===== src/rtl/mdu_hilo_if.sv =====
// mdu_hilo_if: request/result bundle for the iterative multiply/divide unit.
//   start/op/x/y  : operation request (op 00=MULT 01=MULTU 10=DIV 11=DIVU)
//   hi_we/lo_we   : MTHI / MTLO write enables, data on wdata
//   busy/done     : operation in progress / one-cycle completion pulse
//   hi/lo         : architectural HI/LO registers, readable at any time
// master drives requests (pipeline side), slave is the unit itself.
interface mdu_hilo_if #(
    parameter int WIDTH = 32
);
    logic             start;
    logic [1:0]       op;
    logic [WIDTH-1:0] x;
    logic [WIDTH-1:0] y;
    logic             hi_we;
    logic             lo_we;
    logic [WIDTH-1:0] wdata;
    logic             busy;
    logic             done;
    logic [WIDTH-1:0] hi;
    logic [WIDTH-1:0] lo;

    modport master (
        output start, op, x, y, hi_we, lo_we, wdata,
        input  busy, done, hi, lo
    );

    modport slave (
        input  start, op, x, y, hi_we, lo_we, wdata,
        output busy, done, hi, lo
    );
endinterface


===== src/rtl/mdu_hilo.sv =====
// mdu_hilo: iterative MULT/MULTU/DIV/DIVU unit owning the HI/LO registers.
// Ports:
//   clk  : rising-edge clock
//   rst  : synchronous active-high reset (clears HI/LO, aborts any operation)
//   bus  : mdu_hilo_if.slave -- start/op/x/y request, hi_we/lo_we/wdata
//          MTHI/MTLO writes, busy/done status, hi/lo register outputs.
// An accepted request is captured, converted to magnitudes, iterated for
// WIDTH cycles (shift-add or restoring shift-subtract), sign-corrected and
// written to HI/LO. busy covers the WIDTH iteration cycles plus the fix-up.
module mdu_hilo #(
    parameter int WIDTH = 32
) (
    input logic       clk,
    input logic       rst,
    mdu_hilo_if.slave bus
);
    localparam int CW = (WIDTH > 1) ? $clog2(WIDTH) : 1;
    localparam logic [CW-1:0] LAST = CW'(WIDTH - 1);

    typedef enum logic [1:0] {IDLE, CALC, FIX} state_t;

    state_t state, state_d;

    logic             vld_p0;
    logic [1:0]       op_p0;
    logic [WIDTH-1:0] x_p0;
    logic [WIDTH-1:0] y_p0;

    logic [WIDTH-1:0] acc_hi_p1;
    logic [WIDTH-1:0] acc_lo_p1;
    logic [WIDTH-1:0] opnd_p1;
    logic [CW-1:0]    cnt_p1;
    logic             is_div_p1;
    logic             neg_lo_p1;
    logic             neg_hi_p1;
    logic             dz_p1;

    logic             busy_q;
    logic             done_q;
    logic [WIDTH-1:0] hi_q;
    logic [WIDTH-1:0] lo_q;

    logic             accept;
    logic             write_ok;
    logic             in_signed;
    logic [WIDTH-1:0] x_mag;
    logic [WIDTH-1:0] y_mag;
    logic [WIDTH:0]   mul_sum;
    logic [WIDTH:0]   div_shift;
    logic             div_ge;
    logic [WIDTH-1:0] div_sub;
    logic [2*WIDTH-1:0] prod;
    logic [WIDTH-1:0] res_hi;
    logic [WIDTH-1:0] res_lo;

    function automatic logic [WIDTH-1:0] mag(input logic signed [WIDTH-1:0] v);
        // The most negative value maps onto itself, which is its correct
        // unsigned magnitude.
        return v[WIDTH-1] ? $unsigned(-v) : $unsigned(v);
    endfunction

    function automatic logic [WIDTH-1:0] set_sign(input logic [WIDTH-1:0] m,
                                                  input logic neg);
        logic signed [WIDTH-1:0] s;
        s = $signed(m);
        return neg ? $unsigned(-s) : m;
    endfunction

    function automatic logic [2*WIDTH-1:0] set_sign_wide(input logic [2*WIDTH-1:0] m,
                                                         input logic neg);
        logic signed [2*WIDTH-1:0] s;
        s = $signed(m);
        return neg ? $unsigned(-s) : m;
    endfunction

    // A request slot exists only when nothing is captured or iterating.
    assign accept   = bus.start && (state == IDLE) && !vld_p0;
    assign write_ok = (state == IDLE) && !vld_p0 && !bus.start;

    // ---- stage p0: capture raw request ----
    always_ff @(posedge clk) begin
        if (rst) begin
            vld_p0 <= 1'b0;
        end else begin
            vld_p0 <= accept;
        end
        if (accept) begin
            op_p0 <= bus.op;
            x_p0  <= bus.x;
            y_p0  <= bus.y;
        end
    end

    always_comb begin
        state_d = state;
        case (state)
            IDLE:    if (vld_p0) state_d = CALC;
            CALC:    if (cnt_p1 == LAST) state_d = FIX;
            FIX:     state_d = IDLE;
            default: state_d = IDLE;
        endcase
    end

    always_ff @(posedge clk) begin
        if (rst) begin
            state  <= IDLE;
            busy_q <= 1'b0;
            done_q <= 1'b0;
        end else begin
            state  <= state_d;
            busy_q <= (state_d != IDLE);
            done_q <= (state == FIX);
        end
    end

    always_comb begin
        in_signed = !op_p0[0];
        x_mag     = in_signed ? mag(x_p0) : x_p0;
        y_mag     = in_signed ? mag(y_p0) : y_p0;
        // Multiply: add multiplicand into the upper half when the multiplier
        // LSB is set, then shift the whole {acc_hi,acc_lo} right by one.
        mul_sum   = {1'b0, acc_hi_p1} + {1'b0, (acc_lo_p1[0] ? opnd_p1 : '0)};
        // Divide: shift the next dividend bit into the partial remainder and
        // subtract when it fits. A fitting difference is always below the
        // divisor, so the low WIDTH bits of the subtraction are exact.
        div_shift = {acc_hi_p1, acc_lo_p1[WIDTH-1]};
        div_ge    = (div_shift >= {1'b0, opnd_p1});
        div_sub   = div_shift[WIDTH-1:0] - opnd_p1;
    end

    // ---- stage p1: magnitude setup and WIDTH iteration steps ----
    always_ff @(posedge clk) begin
        if (state == IDLE && vld_p0) begin
            acc_hi_p1 <= '0;
            acc_lo_p1 <= op_p0[1] ? x_mag : y_mag;
            opnd_p1   <= op_p0[1] ? y_mag : x_mag;
            cnt_p1    <= '0;
            is_div_p1 <= op_p0[1];
            neg_lo_p1 <= in_signed && (x_p0[WIDTH-1] ^ y_p0[WIDTH-1]);
            neg_hi_p1 <= in_signed && x_p0[WIDTH-1];
            dz_p1     <= op_p0[1] && (y_p0 == '0);
        end else if (state == CALC) begin
            cnt_p1 <= cnt_p1 + 1'b1;
            if (is_div_p1) begin
                acc_hi_p1 <= div_ge ? div_sub : div_shift[WIDTH-1:0];
                acc_lo_p1 <= {acc_lo_p1[WIDTH-2:0], div_ge};
            end else begin
                acc_hi_p1 <= mul_sum[WIDTH:1];
                acc_lo_p1 <= {mul_sum[0], acc_lo_p1[WIDTH-1:1]};
            end
        end
    end

    always_comb begin
        prod   = set_sign_wide({acc_hi_p1, acc_lo_p1}, neg_lo_p1);
        res_hi = prod[2*WIDTH-1:WIDTH];
        res_lo = prod[WIDTH-1:0];
        if (is_div_p1) begin
            // Divide by zero bypasses sign correction entirely.
            res_hi = dz_p1 ? x_p0 : set_sign(acc_hi_p1, neg_hi_p1);
            res_lo = dz_p1 ? '1   : set_sign(acc_lo_p1, neg_lo_p1);
        end
    end

    // ---- stage p2: sign fix-up and HI/LO write ----
    always_ff @(posedge clk) begin
        if (rst) begin
            hi_q <= '0;
            lo_q <= '0;
        end else if (state == FIX) begin
            hi_q <= res_hi;
            lo_q <= res_lo;
        end else if (write_ok) begin
            if (bus.hi_we) hi_q <= bus.wdata;
            if (bus.lo_we) lo_q <= bus.wdata;
        end
    end

    assign bus.busy = busy_q;
    assign bus.done = done_q;
    assign bus.hi   = hi_q;
    assign bus.lo   = lo_q;
endmodule


===== src/flat_wrapper.sv =====
// flat-port wrapper written by rule: the top's interface ports become plain ports
module mdu_hilo_flat 
#(
    parameter int WIDTH = 32
)
  (clk, rst, bus_start, bus_op, bus_x, bus_y, bus_hi_we, bus_lo_we, bus_wdata, bus_busy, bus_done, bus_hi, bus_lo);
  mdu_hilo_if #(.WIDTH(WIDTH)) bus_i ();
  input logic clk;
  input logic rst;
  input wire logic [$bits(bus_i.start)-1:0] bus_start;
  input wire logic [$bits(bus_i.op)-1:0] bus_op;
  input wire logic [$bits(bus_i.x)-1:0] bus_x;
  input wire logic [$bits(bus_i.y)-1:0] bus_y;
  input wire logic [$bits(bus_i.hi_we)-1:0] bus_hi_we;
  input wire logic [$bits(bus_i.lo_we)-1:0] bus_lo_we;
  input wire logic [$bits(bus_i.wdata)-1:0] bus_wdata;
  output wire logic [$bits(bus_i.busy)-1:0] bus_busy;
  output wire logic [$bits(bus_i.done)-1:0] bus_done;
  output wire logic [$bits(bus_i.hi)-1:0] bus_hi;
  output wire logic [$bits(bus_i.lo)-1:0] bus_lo;
  assign bus_i.start = bus_start;
  assign bus_i.op = bus_op;
  assign bus_i.x = bus_x;
  assign bus_i.y = bus_y;
  assign bus_i.hi_we = bus_hi_we;
  assign bus_i.lo_we = bus_lo_we;
  assign bus_i.wdata = bus_wdata;
  assign bus_busy = bus_i.busy;
  assign bus_done = bus_i.done;
  assign bus_hi = bus_i.hi;
  assign bus_lo = bus_i.lo;
  mdu_hilo #(.WIDTH(WIDTH)) u_core (.clk(clk), .rst(rst), .bus(bus_i));
endmodule

===== config.mk =====
export PLATFORM = sky130hd
export DESIGN_NAME = mdu_hilo_flat
export DESIGN_NICKNAME = d
export VERILOG_FILES = /design/src/rtl/mdu_hilo_if.sv /design/src/rtl/mdu_hilo.sv /design/src/flat_wrapper.sv
export SDC_FILE = /design/constraint.sdc
export NUM_CORES = 1
export LEC_CHECK = 0
export CORE_ASPECT_RATIO = 0.5
export CORE_MARGIN = 1
export CORE_UTILIZATION = 59
export DETAILED_ROUTE_END_ITERATION = 12
export DONT_BUFFER_PORTS = 1
export MAX_ROUTING_LAYER = met4
export PLACE_DENSITY = 0.77
export RECOVER_POWER = 100
export SLEW_MARGIN = 20
export SYNTH_ARGS = -nofsm -noshare
export SYNTH_HDL_FRONTEND = slang
export SYNTH_SLANG_ARGS = --single-unit

===== constraint.sdc =====
create_clock -name clk -period 29.1 [get_ports clk]
set_input_delay 7.275 -clock clk [delete_from_list [all_inputs] [get_ports clk]]
set_output_delay 7.275 -clock clk [all_outputs]
set_load 0.02 [all_outputs]

==> reports/results.ini, run 1 <==
[outcome]
outcome=complete, but fails checks
violations=max-capacitance violations, max-slew violations

[clocking]
post_cts_buffers=0
cts_buffers=23
htree_levels=1
postCtsHoldBufs=0
clock_latency_ps=570
clockRootBuffer=clkbuf_16
clk_path_buf_depth=3
cts_sinks=240
ctsResizeCount=0
clkTransAtPathRegs_ps=70
cts_tree=yes

[timing]
finalCritPeriodShare_pct=34.4
finalClockSkew_ps=16.1
max_freq_mhz=100
drv_slew=351
min_period_ps=10000
relSlewSlack_pct=-197
setup-violations-final=0
hold_viol=0
grt_setup_unrepaired=no
final.setup.tns_ps=0
tightestPinTransition_ps=4410

[critical_path]
cpMaxStageDelayCell=clkbuf_1
start_kind=primary input
endpoint_kind=register
critPathKind=primary input to register
critPathMaxStageDelay_ps=2520
crit_chain=nor4b_1, clkbuf_1
worst_ep_arrival_time_ps=10100
cp_max_fo=67
crit_required_ps=29190
cp_num_buf_inv=1
crit_family=buffers and inverters

[power_and_ir_drop]
peakVddDrop_uv=47.4
p_int_uw=778
p_sw_uw=571
leakage_nw=7.16
power_density_nw_per_um2=73.6
p_clk_share_pct=22.9
comb_power_share_pct=40.2
swShare_pct=42.3
seqPwrFrac_pct=36.9
report.power.total_mw=1.35

[floorplan]
die_w_um=245
coreArea_um2=29000
design.die.area_um2=30200
io_pins=169
chipHeight_um=123
start_util_pct=60.0
rows=44

[synthesis]
synth_nets=2162
ys_seq_elements=240
seq_area_frac_synth_pct=35.3
synth_area_um2=17400
syn_inst=1987
synth_top_cell_area_share_pct=23.1
ys.flop_type=edfxtp_1
synth_enable_flop_cells=134
synth_area_leaders=edfxtp_1 (23%), dfxtp_1 (12%), mux2i_1 (8.7%)
ys_types=74
synth_top_area_cell=edfxtp_1
synth_area_per_cell_um2=8.76
ys.warnings.count=0
synth-async-reset-ratio_pct=0

[placement]
hpwl_um=44800
globalplace.congestion=1.06
portBuffers=0

[cells_and_area]
nets=2088
area_growth_pct=5.39
nFillCells=2474
drive_above_1_share_pct=4.25

[min_path]
hp-class=register to register

[flow_run]
drv_cap=8

[global_route]
grt_pass1_wl_um=87700
grtUsageMet2_pct=54.7
globalRouteOverflowTotal=0
top_usage_layer=met2
grt_pass1_vias=14200
grt_max_degree=122
grt_util_met1_pct=53.9
grt_usage_pct=39.9
antenna_found_initial=9
grt_use_met3_pct=16.0

[route]
wl_um=60700
drc=0
first_pass_iters=6
drtIter0Drc=2706
drt-vias-per-instance=6.99
routedWlPerCell_um=26.1
drtAntennaViolNets=0
vias=16300

power groups by stage:
stage	Clock, mW	Sequential [mW]	Combinational, mW
floorplan	0	0.452	0.413
global placement	0	0.496	0.518
detailed placement	0	0.496	0.521
CTS	0.307	0.488	0.525
global route	0.318	0.498	0.587
finish	0.309	0.498	0.542
cell families (layout without fill, tap and decap cells):
family          Yosys count  in the layout  synth area share [%]
fa+ha+maj                72             72                  5.26
mux                     157            157                  9.07
compound gates          585            585                  21.9
xor+xnor                164            164                  8.25
simple gates            570            570                  15.8
flops                   240            240                  35.3
other cells               0             10                     0
buf+inv                 199            142                  4.37
cell usage after synthesis, types with 35 or more instances:
library cell,number
a21o_1,35
a21oi_1,138
a221oi_1,37
clkbuf_1,92
dfxtp_1,106
edfxtp_1,134
ha_1,70
inv_1,75
mux2i_1,151
nand2_1,163
nand3_1,46
nor2_1,155
nor3_1,36
o21ai_0,138
xnor2_1,89
xor2_1,75
through the flow:
stage | util (%) | hold slack [ps] | cell area [um2] | setup slack [ps] | std cells
after floorplan | - | 441 | 17400 | 14410 | 1987
final | 63.2 | 465 | 18300 | 19100 | 2331
after detailed placement | 60.8 | 454 | 17600 | 20230 | 2279
after global routing | 63.2 | 500 | 18300 | 18900 | 2329
after global placement | 60.8 | 448 | 17600 | 20260 | 2279
after CTS | 63.4 | 463 | 18400 | 20730 | 2321
layout make-up:
type / count / area (um2) / area share, %
Multi-Input combinational cell: 1548 / 10500 / 57.2
Clock inverter: 11 / 80.1 / 0.437
Inverter: 78 / 293 / 1.60
Tap cell: 391 / 489 / 2.67
Sequential cell: 240 / 6150 / 33.5
Antenna cell: 10 / 25.0 / 0.136
Timing Repair Buffer: 22 / 144 / 0.785
Clock buffer: 31 / 667 / 3.64
layer usage:
| metal | vias up | part of all wire (%) | wire length [um] |
|---|---|---|---|
| met5 | - | 0 | 0 |
| met4 | 0 | 2.7 | 1620 |
| met3 | 140 | 16 | 9440 |
| met2 | 1052 | 41 | 25000 |
| met1 | 7809 | 41 | 24700 |
| li1 | 7296 | - | - |
final timing paths:
kind / slack [ps] / startpoint / depth (start not counted) / end
worst max register to register: 22290 / u_core.acc_hi_p1[6] / 10 / u_core.acc_hi_p1[25]
worst max-delay path: 19100 / bus_start / 2 / u_core.y_p0[23]
worst min register to register: 460 / u_core.cnt_p1[4] / 2 / u_core.cnt_p1[4]
worst min-delay path: 460 / u_core.cnt_p1[4] / 2 / u_core.cnt_p1[4]
placed cells by master (no fill, tap or decap), types with 17 or more instances in the layout:
cell,Yosys,layout
nand2_1,163,163
nor2_1,155,154
mux2i_1,151,151
o21ai_0,138,139
a21oi_1,138,138
edfxtp_1,134,134
dfxtp_1,106,106
xnor2_1,89,89
inv_1,75,79
xor2_1,75,75
ha_1,70,70
nand3_1,46,46
a221oi_1,37,37
nor3_1,36,36
a21o_1,35,35
o31ai_1,34,34
a31oi_1,31,31
clkbuf_16,0,24
or3_1,22,22
nand2b_1,23,22
a211oi_1,22,22
nor2b_1,21,20
nor4_1,18,18
a311oi_1,18,18
or4_1,17,17
nand4_1,17,17
flip-flops by register name, indices dropped and copies added (netlist names), 2 cells and up:
| register | count |
|---|---|
| u_core.bus.lo | 32 |
| u_core.op_p0 | 2 |
| u_core.state | 2 |
| u_core.acc_hi_p1 | 32 |
| u_core.opnd_p1 | 32 |
| u_core.bus.hi | 32 |
| u_core.cnt_p1 | 5 |
| u_core.y_p0 | 32 |
| u_core.acc_lo_p1 | 32 |
| u_core.x_p0 | 32 |
No activity file was read; power rests on OpenSTA's default activity.
==> run 2, diff against run 1 <==
- clock period: 29.1 -> 10.38 ns (I/O delays scaled with it)
==> run 2 against run 1 <==
Effect of this change:
- the run still ends with max-capacitance violations, max-slew violations left
- hold slack better by 4.7 ps
- core utilization down 0.19 points
- register-to-register slack got worse by 18000 ps
- final cell count decreased by 0.34%
- count of clock-buffer cells in the layout is 6 lower
- wire length is 2.5% lower
- critical path depth rose by 8
- sequential power increased to 2.8 times the previous value
- clock power grew to 2.8 times the previous value
- die area did not move
- critical path type is now register to register
==> reports/results.ini, run 2 (synthesized netlist as in run 1, its figures left out) <==
[outcome]
outcome=complete, but fails checks
violations=max-capacitance violations, max-slew violations

[floorplan]
coreArea_um2=29000  ; unchanged
io_pins=169  ; unchanged
start_util_pct=60.0  ; unchanged
die_w_um=245  ; unchanged
design.die.area_um2=30200  ; unchanged
chipHeight_um=123  ; unchanged
rows=44  ; unchanged

[critical_path]
crit_chain=inv_1, ha_1, nand4_1, o221ai_1, a221o_1, a32oi_1, o21ai_0, nand3_1, or3b_2, a31oi_1
worstSetupEndpoint=u_core.acc_hi_p1[25]
critPathKind=register to register
crit_family=compound AO/OA/AOI/OAI gates
reg2reg_slack_ps=4130  ; -18160 ps
crit_start=u_core.opnd_p1[20]
critPathMaxStageDelay_ps=2960  ; +440 ps
cp_max_fo=31  ; -54%
cpMaxStageDelayCell=o21ai_0
endpoint_kind=register
crit_cells=10  ; +8
start_kind=register
r2r-end=u_core.acc_hi_p1[25]
rr_startpoint=u_core.opnd_p1[20]
reg2reg_depth=10  ; unchanged
cp_num_buf_inv=1  ; unchanged
crit_required_ps=10850  ; -18340 ps
worst_ep_arrival_time_ps=6730  ; -3370 ps

[route]
routedWlPerCell_um=25.5  ; -2.2%
drtIter0Drc=2385  ; -12%
wl_um=59200  ; -2.5%
drtAntennaViolNets=0  ; unchanged
drt-vias-per-instance=6.90  ; -1.2%
vias=16000  ; -1.6%
first_pass_iters=8  ; +2
drc=0  ; unchanged

[clocking]
cts_buffers=23  ; unchanged
cts_tree=yes
clock_latency_ps=570  ; about the same
postCtsHoldBufs=0  ; unchanged
post_cts_buffers=0  ; unchanged
ctsResizeCount=0  ; unchanged
htree_levels=1  ; unchanged
clkTransAtPathRegs_ps=70  ; about the same
clk_path_buf_depth=3  ; unchanged
clockRootBuffer=clkbuf_16
cts_sinks=240  ; unchanged

[timing]
hold_slack_ps=469  ; +4.71 ps
final.setup.tns_ps=0  ; unchanged
hold_viol=0  ; unchanged
relSlewSlack_pct=-164  ; +33 points
tightestPinTransition_ps=3920  ; -493 ps
grt_setup_unrepaired=no
finalClockSkew_ps=16.8  ; +0.745 ps
max_freq_mhz=160
layout_setup_ws_ps=4130  ; -14970 ps
min_period_ps=6250
setup-violations-final=0  ; unchanged
drv_slew=369  ; +5.1%
finalCritPeriodShare_pct=60.3

[power_and_ir_drop]
power_density_nw_per_um2=204  ; +180%
p_int_mw=2.18  ; +180%
peakVddDrop_uv=179  ; +280%
leakage_nw=7.13  ; -0.46%
p_sw_mw=1.56  ; +170%
swShare_pct=41.6  ; -0.68 points
comb_power_share_pct=39.9  ; -0.3 points
seqPwrFrac_pct=37.2  ; +0.3 points
report.power.total_mw=3.74  ; +180%
p_clk_share_pct=22.9  ; about the same

[cells_and_area]
layout_common_cells=nand2_1 (162), nor2_1 (154), mux2i_1 (151)
seqCellArea_um2=6150  ; unchanged
nFillCells=2484  ; +0.40%
drive_above_1_share_pct=3.94  ; -0.31 points
area_growth_pct=5.08
multi_input_area_um2=10500  ; about the same
nets=2087  ; -0.048%
final_common_cell=nand2_1
fin_area_um2=18300  ; -0.30%

[global_route]
globalRouteOverflowTotal=0  ; unchanged
antenna_found_initial=4  ; -5
grt_max_degree=75  ; -39%
grt_pass1_wl_um=87100  ; -0.75%
grt_pass1_vias=14200  ; +0.092%
grt_usage_pct=39.5  ; -0.45 points

[placement]
dp_slack_ps=6210  ; -14010 ps
globalplace.congestion=1.05  ; -1.1%
hpwl_um=44600  ; -0.44%
placed_area_um2=17600  ; -0.11%
portBuffers=0  ; unchanged

[min_path]
hp-class=register to register

[flow_run]
drv_cap=9  ; +1

run 2: metal layers:
layer / global-route usage [%] / up-vias / wire (um)
li1: - / 7283 / -
met1: 54.7 / 7614 / 24700
met2: 54.5 / 1002 / 23900
met3: 12.6 / 141 / 8590
met4: 11.6 / 0 / 2020
met5: - / - / 0
run 2: layout make-up:
class / count / area share [%]
multi-input cells: 1548 / 57.4
diodes: 3 / 0.0411
clock buffers: 25 / 3.19
clock inverters: 17 / 0.821
well taps: 391 / 2.68
repair buffers: 21 / 0.677
flip-flops and latches: 240 / 33.6
inverters: 78 / 1.60
run 2: stage by stage:
stage / cells / utilization (%)
4_1_cts: 2320 / 63.2
6_report: 2323 / 63.0
3_5_place_dp: 2278 / 60.7
3_3_place_gp: 2278 / 60.7
2_1_floorplan: 1987 / -
5_1_grt: 2323 / 63.0
run 2: how the worst min path moves through the flow:
stage                          start  depth (start not counted)  slack, ps                to
floorplan           u_core.cnt_p1[4]                          2        440  u_core.cnt_p1[4]
global placement    u_core.cnt_p1[4]                          2        450  u_core.cnt_p1[4]
detailed placement  u_core.cnt_p1[4]                          2        450  u_core.cnt_p1[4]
CTS                 u_core.cnt_p1[4]                          2        470  u_core.cnt_p1[4]
global route        u_core.cnt_p1[4]                          2        500  u_core.cnt_p1[4]
finish              u_core.cnt_p1[4]                          2        470  u_core.cnt_p1[4]
run 2: power by group through the flow:
stage               clock network (mW)  logic, mW  registers [mW]
floorplan                            0       1.16            1.27
CTS                              0.852       1.45            1.37
finish                           0.855       1.49            1.39
global placement                     0       1.43            1.39
global route                     0.885       1.63            1.40
detailed placement                   0       1.44            1.39
run 2: worst register-to-register path: stages, from the launching register on:
cell,delay [ps]
edfxtp_1,510
inv_1,140
ha_1,520
nand4_1,220
o221ai_1,310
a221o_1,230
a32oi_1,180
o21ai_0,2960
nand3_1,340
or3b_2,630
a31oi_1,150
